**src/rtl/cmp_pkg.sv**
```systemverilog
// Shared compare-mode encodings and helpers for the branch comparator pipeline.
package cmp_pkg;

    localparam int unsigned CMP_MODE_W = 3;

    typedef enum logic [CMP_MODE_W-1:0] {
        CMP_EQ  = 3'b000,
        CMP_NE  = 3'b001,
        CMP_LT  = 3'b100,
        CMP_GE  = 3'b101,
        CMP_LTU = 3'b110,
        CMP_GEU = 3'b111
    } cmp_mode_e;

    // Encodings 010 and 011 have no defined comparison.
    function automatic logic mode_is_reserved(input logic [CMP_MODE_W-1:0] m);
        return (m[2:1] == 2'b01);
    endfunction

endpackage

```
**src/rtl/cmp_chunk.sv**
```systemverilog
// One CHUNK_W-bit slice of the comparator: equality and unsigned less-than.
module cmp_chunk #(
    parameter int unsigned CHUNK_W = 4
) (
    input  logic [CHUNK_W-1:0] i_a,
    input  logic [CHUNK_W-1:0] i_b,
    output logic               o_eq,
    output logic               o_ltu
);

    assign o_eq  = (i_a == i_b);
    assign o_ltu = (i_a < i_b);

endmodule

```
**src/rtl/branch_compare_pipe.sv**
```systemverilog
// Two-stage pipelined branch comparator: stage 1 registers per-chunk eq/ltu,
// stage 2 combines them and evaluates the mode, with valid/ready and flush.
module branch_compare_pipe
    import cmp_pkg::*;
#(
    parameter int unsigned WIDTH   = 16,
    parameter int unsigned CHUNK_W = 4,
    parameter int unsigned TAG_W   = 4
) (
    input  logic                  clk,
    input  logic                  rst_n,
    input  logic                  in_valid,
    output logic                  in_ready,
    input  logic [WIDTH-1:0]      a,
    input  logic [WIDTH-1:0]      b,
    input  logic [CMP_MODE_W-1:0] mode,
    input  logic [TAG_W-1:0]      tag_in,
    input  logic                  flush,
    output logic                  out_valid,
    input  logic                  out_ready,
    output logic                  taken,
    output logic                  eq,
    output logic                  lt,
    output logic                  ltu,
    output logic                  bad_mode,
    output logic [TAG_W-1:0]      tag_out
);

    if (CHUNK_W == 0 || WIDTH == 0 || (WIDTH % CHUNK_W) != 0) begin : g_bad_width
        $error("branch_compare_pipe: WIDTH must be a non-zero multiple of CHUNK_W");
    end

    localparam int unsigned NCH = WIDTH / CHUNK_W;

    logic [NCH-1:0]        w_ch_eq;
    logic [NCH-1:0]        w_ch_ltu;

    logic                  r_s1_valid;
    logic [NCH-1:0]        r_s1_eq;
    logic [NCH-1:0]        r_s1_ltu;
    logic                  r_s1_sa;
    logic                  r_s1_sb;
    logic [CMP_MODE_W-1:0] r_s1_mode;
    logic [TAG_W-1:0]      r_s1_tag;

    logic                  r_s2_valid;
    logic                  r_taken;
    logic                  r_eq;
    logic                  r_lt;
    logic                  r_ltu;
    logic                  r_bad;
    logic [TAG_W-1:0]      r_tag;

    logic                  w_s2_adv;
    logic                  w_s1_adv;
    logic                  w_accept;
    logic                  w_s2_load;
    logic                  w_eq;
    logic                  w_ltu;
    logic                  w_lt;
    logic                  w_bad;
    logic                  w_taken;

    for (genvar k = 0; k < NCH; k++) begin : g_chunk
        cmp_chunk #(
            .CHUNK_W(CHUNK_W)
        ) u_chunk (
            .i_a  (a[k*CHUNK_W +: CHUNK_W]),
            .i_b  (b[k*CHUNK_W +: CHUNK_W]),
            .o_eq (w_ch_eq[k]),
            .o_ltu(w_ch_ltu[k])
        );
    end

    assign w_s2_adv  = !r_s2_valid || out_ready;
    assign w_s1_adv  = !r_s1_valid || w_s2_adv;
    assign in_ready  = rst_n && w_s1_adv && !flush;
    assign w_accept  = in_valid && in_ready;
    assign w_s2_load = r_s1_valid && w_s2_adv && !flush;

    always_ff @(posedge clk or negedge rst_n) begin
        if (!rst_n) begin
            r_s1_valid <= 1'b0;
            r_s1_eq    <= '0;
            r_s1_ltu   <= '0;
            r_s1_sa    <= 1'b0;
            r_s1_sb    <= 1'b0;
            r_s1_mode  <= '0;
            r_s1_tag   <= '0;
        end else begin
            if (flush) begin
                r_s1_valid <= 1'b0;
            end else if (w_s1_adv) begin
                r_s1_valid <= w_accept;
            end
            if (w_accept) begin
                r_s1_eq   <= w_ch_eq;
                r_s1_ltu  <= w_ch_ltu;
                r_s1_sa   <= a[WIDTH-1];
                r_s1_sb   <= b[WIDTH-1];
                r_s1_mode <= mode;
                r_s1_tag  <= tag_in;
            end
        end
    end

    // The highest-indexed unequal chunk is the last to write w_ltu, so it decides.
    always_comb begin
        w_eq  = &r_s1_eq;
        w_ltu = 1'b0;
        for (int unsigned k = 0; k < NCH; k++) begin
            if (!r_s1_eq[k]) begin
                w_ltu = r_s1_ltu[k];
            end
        end
        w_lt    = (r_s1_sa != r_s1_sb) ? r_s1_sa : w_ltu;
        w_bad   = mode_is_reserved(r_s1_mode);
        w_taken = 1'b0;
        case (r_s1_mode)
            CMP_EQ:  w_taken = w_eq;
            CMP_NE:  w_taken = !w_eq;
            CMP_LT:  w_taken = w_lt;
            CMP_GE:  w_taken = !w_lt;
            CMP_LTU: w_taken = w_ltu;
            CMP_GEU: w_taken = !w_ltu;
            default: w_taken = 1'b0;
        endcase
    end

    always_ff @(posedge clk or negedge rst_n) begin
        if (!rst_n) begin
            r_s2_valid <= 1'b0;
            r_taken    <= 1'b0;
            r_eq       <= 1'b0;
            r_lt       <= 1'b0;
            r_ltu      <= 1'b0;
            r_bad      <= 1'b0;
            r_tag      <= '0;
        end else begin
            if (flush) begin
                r_s2_valid <= 1'b0;
            end else if (w_s2_adv) begin
                r_s2_valid <= r_s1_valid;
            end
            if (w_s2_load) begin
                r_taken <= w_taken;
                r_eq    <= w_eq;
                r_lt    <= w_lt;
                r_ltu   <= w_ltu;
                r_bad   <= w_bad;
                r_tag   <= r_s1_tag;
            end
        end
    end

    assign out_valid = r_s2_valid;
    assign taken     = r_taken;
    assign eq        = r_eq;
    assign lt        = r_lt;
    assign ltu       = r_ltu;
    assign bad_mode  = r_bad;
    assign tag_out   = r_tag;

    property p_hold_while_stalled;
        @(posedge clk) disable iff (!rst_n)
            (out_valid && !out_ready && !flush)
            |=> (out_valid && $stable({taken, eq, lt, ltu, bad_mode, tag_out}));
    endproperty
    a_hold_while_stalled: assert property (p_hold_while_stalled);

endmodule

```
**config.mk**
```make
export PLATFORM = sky130hd
export DESIGN_NAME = branch_compare_pipe
export DESIGN_NICKNAME = d
export VERILOG_FILES = /design/src/rtl/cmp_pkg.sv /design/src/rtl/cmp_chunk.sv /design/src/rtl/branch_compare_pipe.sv
export SDC_FILE = /design/constraint.sdc
export NUM_CORES = 1
export LEC_CHECK = 0
export ABC_AREA = 1
export ABC_CLOCK_PERIOD_IN_PS = 1500
export CAP_MARGIN = 20
export CORE_MARGIN = 5
export CORE_UTILIZATION = 47
export CTS_BUF_LIST = sky130_fd_sc_hd__clkbuf_8
export DETAILED_ROUTE_END_ITERATION = 6
export PLACE_DENSITY_LB_ADDON = 0.2
export RECOVER_POWER = 100
export SETUP_SLACK_MARGIN = 0.02
export SLEW_MARGIN = 10
export SYNTH_ARGS = -nofsm -noshare
export SYNTH_HDL_FRONTEND = slang
export SYNTH_SLANG_ARGS = --single-unit
```
**constraint.sdc**
```tcl
create_clock -name clk -period 1.5 [get_ports clk]
set_input_delay 0.45 -clock clk [delete_from_list [all_inputs] [get_ports clk]]
set_output_delay 0.45 -clock clk [all_outputs]
set_load 0.005 [all_outputs]
```
==> reports/qor.csv, run 1 <==
stage,metric,value,unit
synthesis,Synth Cell Area,1600,um2
die,DIE AREA,4680,um2
synthesis,sequential-to-total area share from yosys stat,0.437,
layout,"most common cell after layout, fill and taps aside",nand2_1,
synthesis,post-synth top area cell,dfrtp_1,
sta,headroom to the max-slew limit,0.552,
layout,register area,701,um2
sta,Setup Skew,6.70,ps
clocking,CTS buffer count,3,
die,initial core utilization,0.484,
clocking,clock latency on the worst-skew pair,270,ps
setup_path,kind of critical path,flop to output pin,
layout,Final nets,333,
route,remaining antenna violation count,0,
clocking,clk slew on worst S/H paths,90,ps
sta,Min Hold Slack,465,ps
route,DR WL/cell,10.7,um
grt,initial antenna violation count,0,
synthesis,syn_nets,255,
setup_path,Critical Path Start Type,flop,
sta,Final Hold Vio Count,0,
grt,vias in the first global route,1320,
placed_design,number of port buffers,54,
clocking,CTS Sinks,28,
min_path,HP Class,input port to asynchronous set/reset pin,
outcome,failing checks,negative setup slack,
power_and_ir_drop,Peak VDD IR,0.000633,V
flow_run,total of max-cap violations,0,
power_and_ir_drop,Leak Pwr,1.26,nW
route,final wirelength,3.40,mm
layout,# diodes,0,
die,num ports,55,
synthesis,number of distinct library cells after synthesis,27,
sta,max-slew violation count,0,
route,Via-to-Cell Ratio,4.67,
clocking,H-Tree Depth,1,
sta,Max Clock Freq,0.634,GHz
layout,"commonest cells after routing, fill and taps aside","nand2_1, clkdlybuf4s50_1, inv_1",
sta,setup_tns,-77.6,ps
clocking,clock tree buffer depth,2,
setup_path,crit path DAT,1130,ps
synthesis,post-synthesis register bit count,28,
setup_path,critical path endpoint category,output pin,
layout,ratio of cells with drive above 1 in the final layout,0.147,
placed_design,RePlAce Congestion,0.794,
sta,unrepaired setup endpoints after global routing,true,
layout,multi-input combinational cell area,761,um2
power_and_ir_drop,pwr/cell area,886,nW/um2
sta,# setup viols final,1,
grt,GR Overflow Total,0,
synthesis,Syn Inst Count,195,
clocking,clock root buffer,clkbuf_8,
route,# DRC,0,
sta,min Tclk post-route,1580,ps
route,drt pass-1 iters,4,
die,Std-Cell Rows,21,
route,via count,1486,
outcome,status,"finished, violations left",
grt,all-layer global routing usage,0.152,
synthesis,top cell type's share of synthesized area,0.437,
synthesis,main area contributors after synthesis,"dfrtp_1, ha_1, nand2_1, inv_1, o21ai_1",
placed_design,DP HPWL,2.67,mm
synthesis,yosys warns,0,
setup_path,worst-path fanout max,2,
sta,Final Cycle Share,1.05,
grt,pin count of the biggest net entering global routing,29,
layout,"Core Util, Final",0.739,
die,core footprint,3310,um2
clocking,cts hold-fix bufs,0,
clocking,CTS tree,built,
sta,Final Worst Setup Slack,-77.6,ps
synthesis,post-synthesis average cell area,8.22,um2
setup_path,"Req. time, crit path",1050,ps
die,die width,68.4,um
route,Initial DRC Count,64,
die,Die H,68.4,um
sta,Slew @ Worst Pin,672,ps
grt,first-pass GRT wire length,5.42,mm
layout,Area Growth Syn to Fin,52.7,%
layout,# fillers,266,
[cell type report]
type / count / share of cell area
tap: 46 / 0.0235
timing repair buffer: 77 / 0.293
clock buffer: 3 / 0.0169
clock inverter: 1 / 0.0123
multi-input combinational: 127 / 0.311
sequential: 28 / 0.286
inverter: 36 / 0.0573
[kinds of logic after synthesis]
kind of cell / Yosys count / synth area share
AO/OA/AOI/OAI: 38 / 0.127
adder cells (fa/ha/maj): 16 / 0.125
buffers and inverters: 40 / 0.106
flip-flops: 28 / 0.437
multiplexers: 1 / 0.00703
AND/OR/NAND/NOR: 72 / 0.198
[where the power goes]
part | leakage, nW | switching [W] | internal (W)
sequential | 0.357 | 0.0000746 | 0.000894
combinational | 0.871 | 0.000273 | 0.000348
clock | 0.0357 | 0.000222 | 0.000357
[critical path: stages, from the launching register on]
cell and delay [ps]:
dfrtp_1 390, inv_1 60, nor2_2 40, nand2_1 70, nand3b_1 120, inv_2 80, buf_2 100
[per-stage QoR]
step / worst slack [ps] / instances / total power [W] / instance area (um2)
after detailed placement: -630 / 305 / 0.00163 / 2300
final: -77.6 / 318 / 0.00217 / 2450
after CTS: -77.0 / 319 / 0.00218 / 2420
after floorplan: 266 / 195 / 0.00127 / 1600
after global placement: -617 / 305 / 0.00161 / 2300
after global routing: -173 / 318 / 0.00232 / 2450
[cells in the mapped netlist]
master,count
nand2_1,42
inv_1,32
dfrtp_1,28
o21ai_1,20
ha_1,16
nor2_1,11
a21oi_1,7
nand3_1,6
o21ai_0,6
inv_2,4
nand4_1,3
nor3_1,3
buf_6,2
nand2_2,2
a21boi_1,1
buf_2,1
buf_4,1
mux2_2,1
nand2_4,1
nand3_2,1
nand3b_1,1
nor2_2,1
o2111ai_1,1
o211ai_1,1
o21bai_1,1
o31ai_1,1
or2_1,1
[path summary, 6_finish.rpt]
check	to	slack [ps]	depth (start not counted)	from
worst max-delay path	in_ready	-80	6	out_valid$_DFFE_PN0P_
worst min-delay path	r_s1_tag[0]$_DFFE_PN0P_	460	2	rst_n
worst max register to register	bad_mode$_DFFE_PN0P_	90	8	out_valid$_DFFE_PN0P_
worst min register to register	r_s1_ltu[0]$_DFFE_PN0P_	490	2	r_s1_ltu[0]$_DFFE_PN0P_
max in group asynchronous	r_s1_eq[1]$_DFFE_PN0P_	600	2	rst_n
min in group clk	r_s1_ltu[0]$_DFFE_PN0P_	490	2	r_s1_ltu[0]$_DFFE_PN0P_
[metal layers]
| metal | global-route usage | vias to the layer above | wire length [um] | share of wire |
|---|---|---|---|---|
| met5 | 0 | - | 0 | 0 |
| met4 | 0.0447 | 0 | 38 | 0.011 |
| met3 | 0.0213 | 4 | 152 | 0.045 |
| met2 | 0.277 | 35 | 1700 | 0.50 |
| met1 | 0.182 | 667 | 1500 | 0.44 |
| li1 | - | 780 | - | - |
[registers in the layout, indices dropped and copies added (netlist names), 3 cells and up]
name and count:
r_s1_eq 4, r_s1_ltu 4, r_s1_mode 3, r_s1_tag 4, tag_out 4
[what timing repair did]
action | in CTS | in global routing
buffers inserted | 11 | 0
setup endpoints to repair | 26 | 21
resized for setup | 19 | 13
pin swaps | 3 | 13
(Power assumes the default switching activity.)
==> run 2, diff against run 1 <==
Settings changed: CTS_CLUSTER_DIAMETER set to 30, HOLD_SLACK_MARGIN set to 0.1.
==> results of run 2 <==
Same layout as run 1: the final DEF is identical, and so are final timing and power.
